## src/rtl/ssd_display_driver_pkg.sv

```systemverilog
// ssd_display_driver_pkg
//   Shared definitions for the seven-segment display driver:
//   data width, conversion FSM states, active-low segment patterns
//   ({g,f,e,d,c,b,a}) and the double-dabble nibble adjust helper.
package ssd_display_driver_pkg;

    localparam int SSD_DATA_W = 13;

    typedef enum logic [1:0] {
        SSD_IDLE = 2'd0,
        SSD_CONV = 2'd1,
        SSD_DONE = 2'd2
    } ssd_state_e;

    localparam logic [6:0] SEG_0     = 7'b1000000;
    localparam logic [6:0] SEG_1     = 7'b1111001;
    localparam logic [6:0] SEG_2     = 7'b0100100;
    localparam logic [6:0] SEG_3     = 7'b0110000;
    localparam logic [6:0] SEG_4     = 7'b0011001;
    localparam logic [6:0] SEG_5     = 7'b0010010;
    localparam logic [6:0] SEG_6     = 7'b0000010;
    localparam logic [6:0] SEG_7     = 7'b1111000;
    localparam logic [6:0] SEG_8     = 7'b0000000;
    localparam logic [6:0] SEG_9     = 7'b0010000;
    localparam logic [6:0] SEG_BLANK = 7'b1111111;

    // Each nibble >= 5 gets +3 independently; no carry crosses a nibble
    // boundary because an adjusted nibble never exceeds 4'hC.
    function automatic logic [15:0] dabble_adjust(input logic [15:0] s);
        logic [15:0] r;
        r = s;
        for (int k = 0; k < 4; k++) begin
            if (s[4*k +: 4] >= 4'd5) begin
                r[4*k +: 4] = s[4*k +: 4] + 4'd3;
            end
        end
        return r;
    endfunction

endpackage

```

## src/rtl/ssd_display_driver_bcd_to_7seg.sv

```systemverilog
// bcd_to_7seg
//   Combinational BCD digit to active-low seven-segment decoder.
//   Ports:
//     bcd  in  4  BCD digit; values above 9 decode to all segments off
//     seg  out 7  active-low cathodes {g,f,e,d,c,b,a}
module bcd_to_7seg
    import ssd_display_driver_pkg::*;
(
    input  logic [3:0] bcd,
    output logic [6:0] seg
);

    always_comb begin
        seg = SEG_BLANK;
        case (bcd)
            4'd0:    seg = SEG_0;
            4'd1:    seg = SEG_1;
            4'd2:    seg = SEG_2;
            4'd3:    seg = SEG_3;
            4'd4:    seg = SEG_4;
            4'd5:    seg = SEG_5;
            4'd6:    seg = SEG_6;
            4'd7:    seg = SEG_7;
            4'd8:    seg = SEG_8;
            4'd9:    seg = SEG_9;
            default: seg = SEG_BLANK;
        endcase
    end

endmodule

```

## src/rtl/ssd_display_driver.sv

```systemverilog
// ssd_display_driver
//   Converts a 13-bit unsigned value to four BCD digits with a sequential
//   double-dabble engine and time-multiplexes them onto a 4-digit,
//   active-low, common-anode seven-segment display.
//   Ports:
//     clk        in   1   system clock
//     reset      in   1   synchronous, active-high reset
//     value      in   13  value to display (0..8191)
//     an         out  4   digit anodes, active-low, registered; an[0] rightmost
//     seg        out  7   cathodes {g,f,e,d,c,b,a}, active-low, registered
//     dp         out  1   decimal point, always off (1)
//     bcd        out  16  displayed BCD {d3,d2,d1,d0}, registered
//     busy       out  1   conversion in progress
//     bcd_valid  out  1   first conversion after reset has completed
module ssd_display_driver
    import ssd_display_driver_pkg::*;
#(
    parameter int REFRESH_BITS = 18,
    parameter bit BLANK_LZ     = 1'b1
) (
    input  logic                  clk,
    input  logic                  reset,
    input  logic [SSD_DATA_W-1:0] value,
    output logic [3:0]            an,
    output logic [6:0]            seg,
    output logic                  dp,
    output logic [15:0]           bcd,
    output logic                  busy,
    output logic                  bcd_valid
);

    ssd_state_e             state_q, state_d;
    logic [SSD_DATA_W-1:0]  shreg_q, shreg_d;
    logic [SSD_DATA_W-1:0]  cap_q, cap_d;
    logic [SSD_DATA_W-1:0]  last_value_q, last_value_d;
    logic [15:0]            scratch_q, scratch_d;
    logic [3:0]             it_q, it_d;
    logic                   force_q, force_d;
    logic [15:0]            bcd_q, bcd_d;
    logic                   bcd_valid_q, bcd_valid_d;
    logic [REFRESH_BITS-1:0] cnt_q, cnt_d;
    logic [3:0]             an_q, an_d;
    logic [6:0]             seg_q, seg_d;

    logic [15:0]            adj;
    logic [1:0]             sel;
    logic [3:0]             nibble;
    logic                   lz_blank;
    logic                   lit;
    logic [6:0]             seg_dec;

    bcd_to_7seg u_dec (
        .bcd (nibble),
        .seg (seg_dec)
    );

    always_comb begin
        state_d      = state_q;
        shreg_d      = shreg_q;
        cap_d        = cap_q;
        last_value_d = last_value_q;
        scratch_d    = scratch_q;
        it_d         = it_q;
        force_d      = force_q;
        bcd_d        = bcd_q;
        bcd_valid_d  = bcd_valid_q;
        adj          = dabble_adjust(scratch_q);

        case (state_q)
            SSD_IDLE: begin
                if ((value != last_value_q) || force_q) begin
                    shreg_d   = value;
                    cap_d     = value;
                    scratch_d = 16'h0000;
                    it_d      = 4'd0;
                    force_d   = 1'b0;
                    state_d   = SSD_CONV;
                end
            end
            SSD_CONV: begin
                {scratch_d, shreg_d} = {adj, shreg_q} << 1;
                it_d = it_q + 4'd1;
                if (it_q == 4'd12) begin
                    state_d = SSD_DONE;
                end
            end
            SSD_DONE: begin
                bcd_d        = scratch_q;
                last_value_d = cap_q;
                bcd_valid_d  = 1'b1;
                state_d      = SSD_IDLE;
            end
            default: state_d = SSD_IDLE;
        endcase
    end

    // Scan path works from registered bcd, so the digits follow bcd by one edge.
    always_comb begin
        cnt_d    = cnt_q + {{(REFRESH_BITS-1){1'b0}}, 1'b1};
        sel      = cnt_q[REFRESH_BITS-1 -: 2];
        nibble   = bcd_q[3:0];
        lz_blank = 1'b0;
        case (sel)
            2'd0: begin nibble = bcd_q[3:0];   lz_blank = 1'b0;                  end
            2'd1: begin nibble = bcd_q[7:4];   lz_blank = (bcd_q[15:4]  == '0);  end
            2'd2: begin nibble = bcd_q[11:8];  lz_blank = (bcd_q[15:8]  == '0);  end
            default: begin nibble = bcd_q[15:12]; lz_blank = (bcd_q[15:12] == '0); end
        endcase
        lit   = bcd_valid_q && !(BLANK_LZ && lz_blank);
        an_d  = lit ? ~(4'b0001 << sel) : 4'b1111;
        seg_d = lit ? seg_dec : SEG_BLANK;
    end

    always_ff @(posedge clk) begin
        if (reset) begin
            state_q      <= SSD_IDLE;
            shreg_q      <= '0;
            cap_q        <= '0;
            last_value_q <= '0;
            scratch_q    <= '0;
            it_q         <= '0;
            force_q      <= 1'b1;
            bcd_q        <= '0;
            bcd_valid_q  <= 1'b0;
            cnt_q        <= '0;
            an_q         <= 4'b1111;
            seg_q        <= SEG_BLANK;
        end else begin
            state_q      <= state_d;
            shreg_q      <= shreg_d;
            cap_q        <= cap_d;
            last_value_q <= last_value_d;
            scratch_q    <= scratch_d;
            it_q         <= it_d;
            force_q      <= force_d;
            bcd_q        <= bcd_d;
            bcd_valid_q  <= bcd_valid_d;
            cnt_q        <= cnt_d;
            an_q         <= an_d;
            seg_q        <= seg_d;
        end
    end

    assign an        = an_q;
    assign seg       = seg_q;
    assign dp        = 1'b1;
    assign bcd       = bcd_q;
    assign busy      = (state_q != SSD_IDLE);
    assign bcd_valid = bcd_valid_q;

endmodule

```

## config.mk

```make
export PLATFORM = sky130hd
export DESIGN_NAME = ssd_display_driver
export DESIGN_NICKNAME = d
export VERILOG_FILES = /design/src/rtl/ssd_display_driver_pkg.sv /design/src/rtl/ssd_display_driver_bcd_to_7seg.sv /design/src/rtl/ssd_display_driver.sv
export SDC_FILE = /design/constraint.sdc
export NUM_CORES = 1
export LEC_CHECK = 0
export CAP_MARGIN = 20
export CORE_UTILIZATION = 53
export DETAILED_ROUTE_END_ITERATION = 6
export DONT_BUFFER_PORTS = 1
export PLACE_DENSITY = 0.68
export SETUP_SLACK_MARGIN = 0.1
export SLEW_MARGIN = 15
export SYNTH_ARGS = -nofsm -noshare
export SYNTH_HDL_FRONTEND = slang
export SYNTH_SLANG_ARGS = --single-unit
```

## constraint.sdc

```tcl
create_clock -name clk -period 3.9 [get_ports clk]
set_input_delay 0.78 -clock clk [delete_from_list [all_inputs] [get_ports clk]]
set_output_delay 0.78 -clock clk [all_outputs]
set_load 0.05 [all_outputs]
```

==> impl_metrics.ini <==
[outcome]
status = finished clean

[hold_path]
hold_path_startpoint = cap_q[4]
hold_end = last_value_q[4]
hold_path_class = reg -> reg
holdPathStages = 2

[die]
dieWidth_um = 101
ioPinCount = 45
dieArea_um2 = 10200
row_count = 35
start_util = 0.557
die_y_um = 101
coreArea_um2 = 9370

[logic_synthesis]
seq_area_frac_synth = 0.414
syn_avg_cell_area_um2 = 8.41
postSynthCellCount = 620
ys_ff_latch = 108
synth_edf_count = 0
yosysWarnings = 0
synthArstFlopShare = 0
synth_area_um2 = 5220
ys.flop_type = dfxtp_1
synth_cell_types = 47
synth_fp_nets = 649

[layout]
multi_input_area_um2 = 2810
final_nets = 627
register_area_um2 = 2160
final.fill_count = 900
final_core_util = 0.581
antenna_cells = 0
drive_gt1_frac = 0.0730
syn2layout_area_growth_pct = 4.41

[detailed_routing]
drt_iter0_drc = 252
routedWlPerCell_um = 15.0
vias_per_cell = 5.70
vias = 4174
ant_nets = 0
first_pass_iters = 4
totalWireLength_um = 11000
drc = 0

[critical_path]
cp_max_fo = 14
slowest_delay_ns = 0.75
timing.rr.end = cap_q[7]
cp_top_family = simple AND/OR/NAND/NOR gates
cp_slowest_cell = nor2_1
rr_startpoint = state_q[0]
path_cells = nor2_1 > inv_1
start_kind = flop
crit_arrival_ns = 2.13
r2r_setup_slack_ns = 1.10
endpoint_kind = output pin
reg2reg_depth = 5
crit_buf_inv = 1
worst_ep_required_time_ns = 3.12
crit_type = reg -> out

[timing]
holdWs_ns = 0.458
fmax_mhz = 343
tightest_slew_ns = 1.13
slew_headroom = 0.250
skew_ns = 0.00980
slew_viol_final = 0
setup_viol = 0
rsz0062_at_grt = no
worst_slack_ns = 0.988
min_period_ns = 2.91
finalHoldViolCount = 0
period_share = 0.747
tns_ns = 0

[place]
dp_hpwl_um = 7380
dp_slack_ns = 1.09
gp_congestion = 0.813
io_buffers = 0

[pwr]
cellLeakagePower_nw = 1.80
p_clk_frac = 0.350
seq_power_share = 0.599
p_per_area_nw_per_um2 = 352
p_sw_frac = 0.261
p_int_mw = 1.42
power.switching_mw = 0.499
ir_drop_mv = 0.243
power_frac_comb = 0.051

[global_routing]
grtUsageTotal = 0.229
grt_pass1_vias = 3858
antenna_found_initial = 0
grt_pass1_wl_um = 18600
grt_max_degree = 112
grt_overflow = 0

[clock_network]
insertion_delay_ns = 0.37
cts_setup_buffers = 0
clockRootBuffer = clkbuf_8
hold_buffers = 0
cts_tree = yes
clkTransAtPathRegs_ns = 0.11
clock_path_buffers = 2
cts.sinks = 108
cts_buffers = 9
cts-resized-gates = 0
h-tree-depth = 3

[run]
max-cap-violations = 0
-- cells in the mapped netlist (6+ instances only) --
cell type / number / area share
a211oi_1: 17 / 0.024
a211oi_2: 10 / 0.024
a21oi_1: 51 / 0.049
a22oi_1: 12 / 0.017
a31oi_1: 12 / 0.014
and3_1: 6 / 0.0072
clkbuf_1: 31 / 0.022
dfxtp_1: 108 / 0.41
ha_1: 14 / 0.034
inv_1: 20 / 0.014
mux2i_1: 16 / 0.031
nand2_1: 99 / 0.071
nand2b_1: 33 / 0.040
nand3_1: 10 / 0.0096
nor2_1: 45 / 0.032
nor2b_1: 6 / 0.0072
nor3_1: 14 / 0.013
nor4_1: 17 / 0.020
o211ai_1: 12 / 0.017
o21ai_0: 8 / 0.0077
xnor2_1: 15 / 0.025
xor2_1: 15 / 0.025
-- cells by family after synthesis --
group	Yosys count	synth area share
fa+ha+maj	14	0.0336
xor+xnor	30	0.0504
flops	108	0.414
compound gates	139	0.178
buf+inv	60	0.0480
other cells	1	0.000719
simple gates	247	0.227
mux	21	0.0480
-- metal layers --
| metal | global-route usage | up-vias | wire length (um) |
|---|---|---|---|
| met3 | 0.0483 | 6 | 491 |
| met4 | 0.0524 | 0 | 91 |
| met2 | 0.381 | 85 | 5280 |
| met1 | 0.306 | 1963 | 5120 |
| li1 | - | 2120 | - |
| met5 | 0 | - | 0 |
-- metrics by stage --
step	instances	instance area, um2	power, mW
floorplan	620	5220	1.26
global placement	716	5260	1.27
detailed placement	716	5260	1.27
CTS	732	5450	1.93
global route	732	5450	1.98
finish	732	5450	1.91
-- registers in the layout, summed over array words and instances, names as in the netlist, 7 cells and up --
signal / count
seg: 7
last_value_q: 13
shreg_q: 13
scratch_q: 16
bcd: 16
cnt_q: 18
cap_q: 13
-- power groups by stage --
stage               Clock (mW)  Combinational [mW]  Sequential (mW)
global placement             0              0.0953             1.17
global route             0.726               0.108             1.15
CTS                      0.689              0.0977             1.15
finish                   0.671              0.0969             1.15
detailed placement           0              0.0974             1.17
floorplan                    0              0.0982             1.16
-- area by class of cell --
cell class / count / share of cell area
Timing Repair Buffer: 7 / 0.00965
Tap cell: 129 / 0.0296
Sequential cell: 108 / 0.397
Inverter: 20 / 0.0138
Clock buffer: 9 / 0.0227
Multi-Input combinational cell: 452 / 0.515
Clock inverter: 7 / 0.0119
-- how the worst max path moves through the flow --
| stage | startpoint | end | slack, ns | cells past startpoint |
|---|---|---|---|---|
| 2_1_floorplan | value[12] | scratch_q[10] | 1.82 | 7 |
| 3_3_place_gp | value[5] | cap_q[12] | 1.15 | 5 |
| 3_5_place_dp | value[5] | cap_q[2] | 1.09 | 5 |
| 4_1_cts | state_q[0] | busy | 0.95 | 2 |
| 5_1_grt | state_q[0] | busy | 0.77 | 2 |
| 6_report | state_q[0] | busy | 0.99 | 2 |
-- tightest hold or removal path, cell delays in order, from the launching register on --
cell,delay (ns)
dfxtp_1,0.32
nand2_1,0.05
a21oi_1,0.05
-- layout by cell type, fill, tap and decap left out, types with 3 or more instances in the layout --
| cell type | instances |
|---|---|
| mux4_2 | 3 |
| mux2i_1 | 16 |
| a21o_1 | 5 |
| nand2_1 | 99 |
| nand3_1 | 10 |
| o211ai_1 | 12 |
| xor2_1 | 15 |
| or3_1 | 5 |
| nor2_1 | 44 |
| xnor2_1 | 15 |
| o21ai_0 | 8 |
| and3_1 | 6 |
| inv_1 | 20 |
| nor2b_1 | 6 |
| buf_4 | 7 |
| nor4_1 | 17 |
| a31oi_1 | 12 |
| a211oi_1 | 17 |
| nand4_1 | 3 |
| dfxtp_1 | 108 |
| clkbuf_8 | 9 |
| nor3_1 | 14 |
| a211oi_2 | 10 |
| a21oi_1 | 51 |
| a22oi_1 | 12 |
| nand2b_1 | 33 |
| ha_1 | 14 |
| inv_8 | 3 |
| o21ai_1 | 5 |
(Power assumes the default switching activity.)
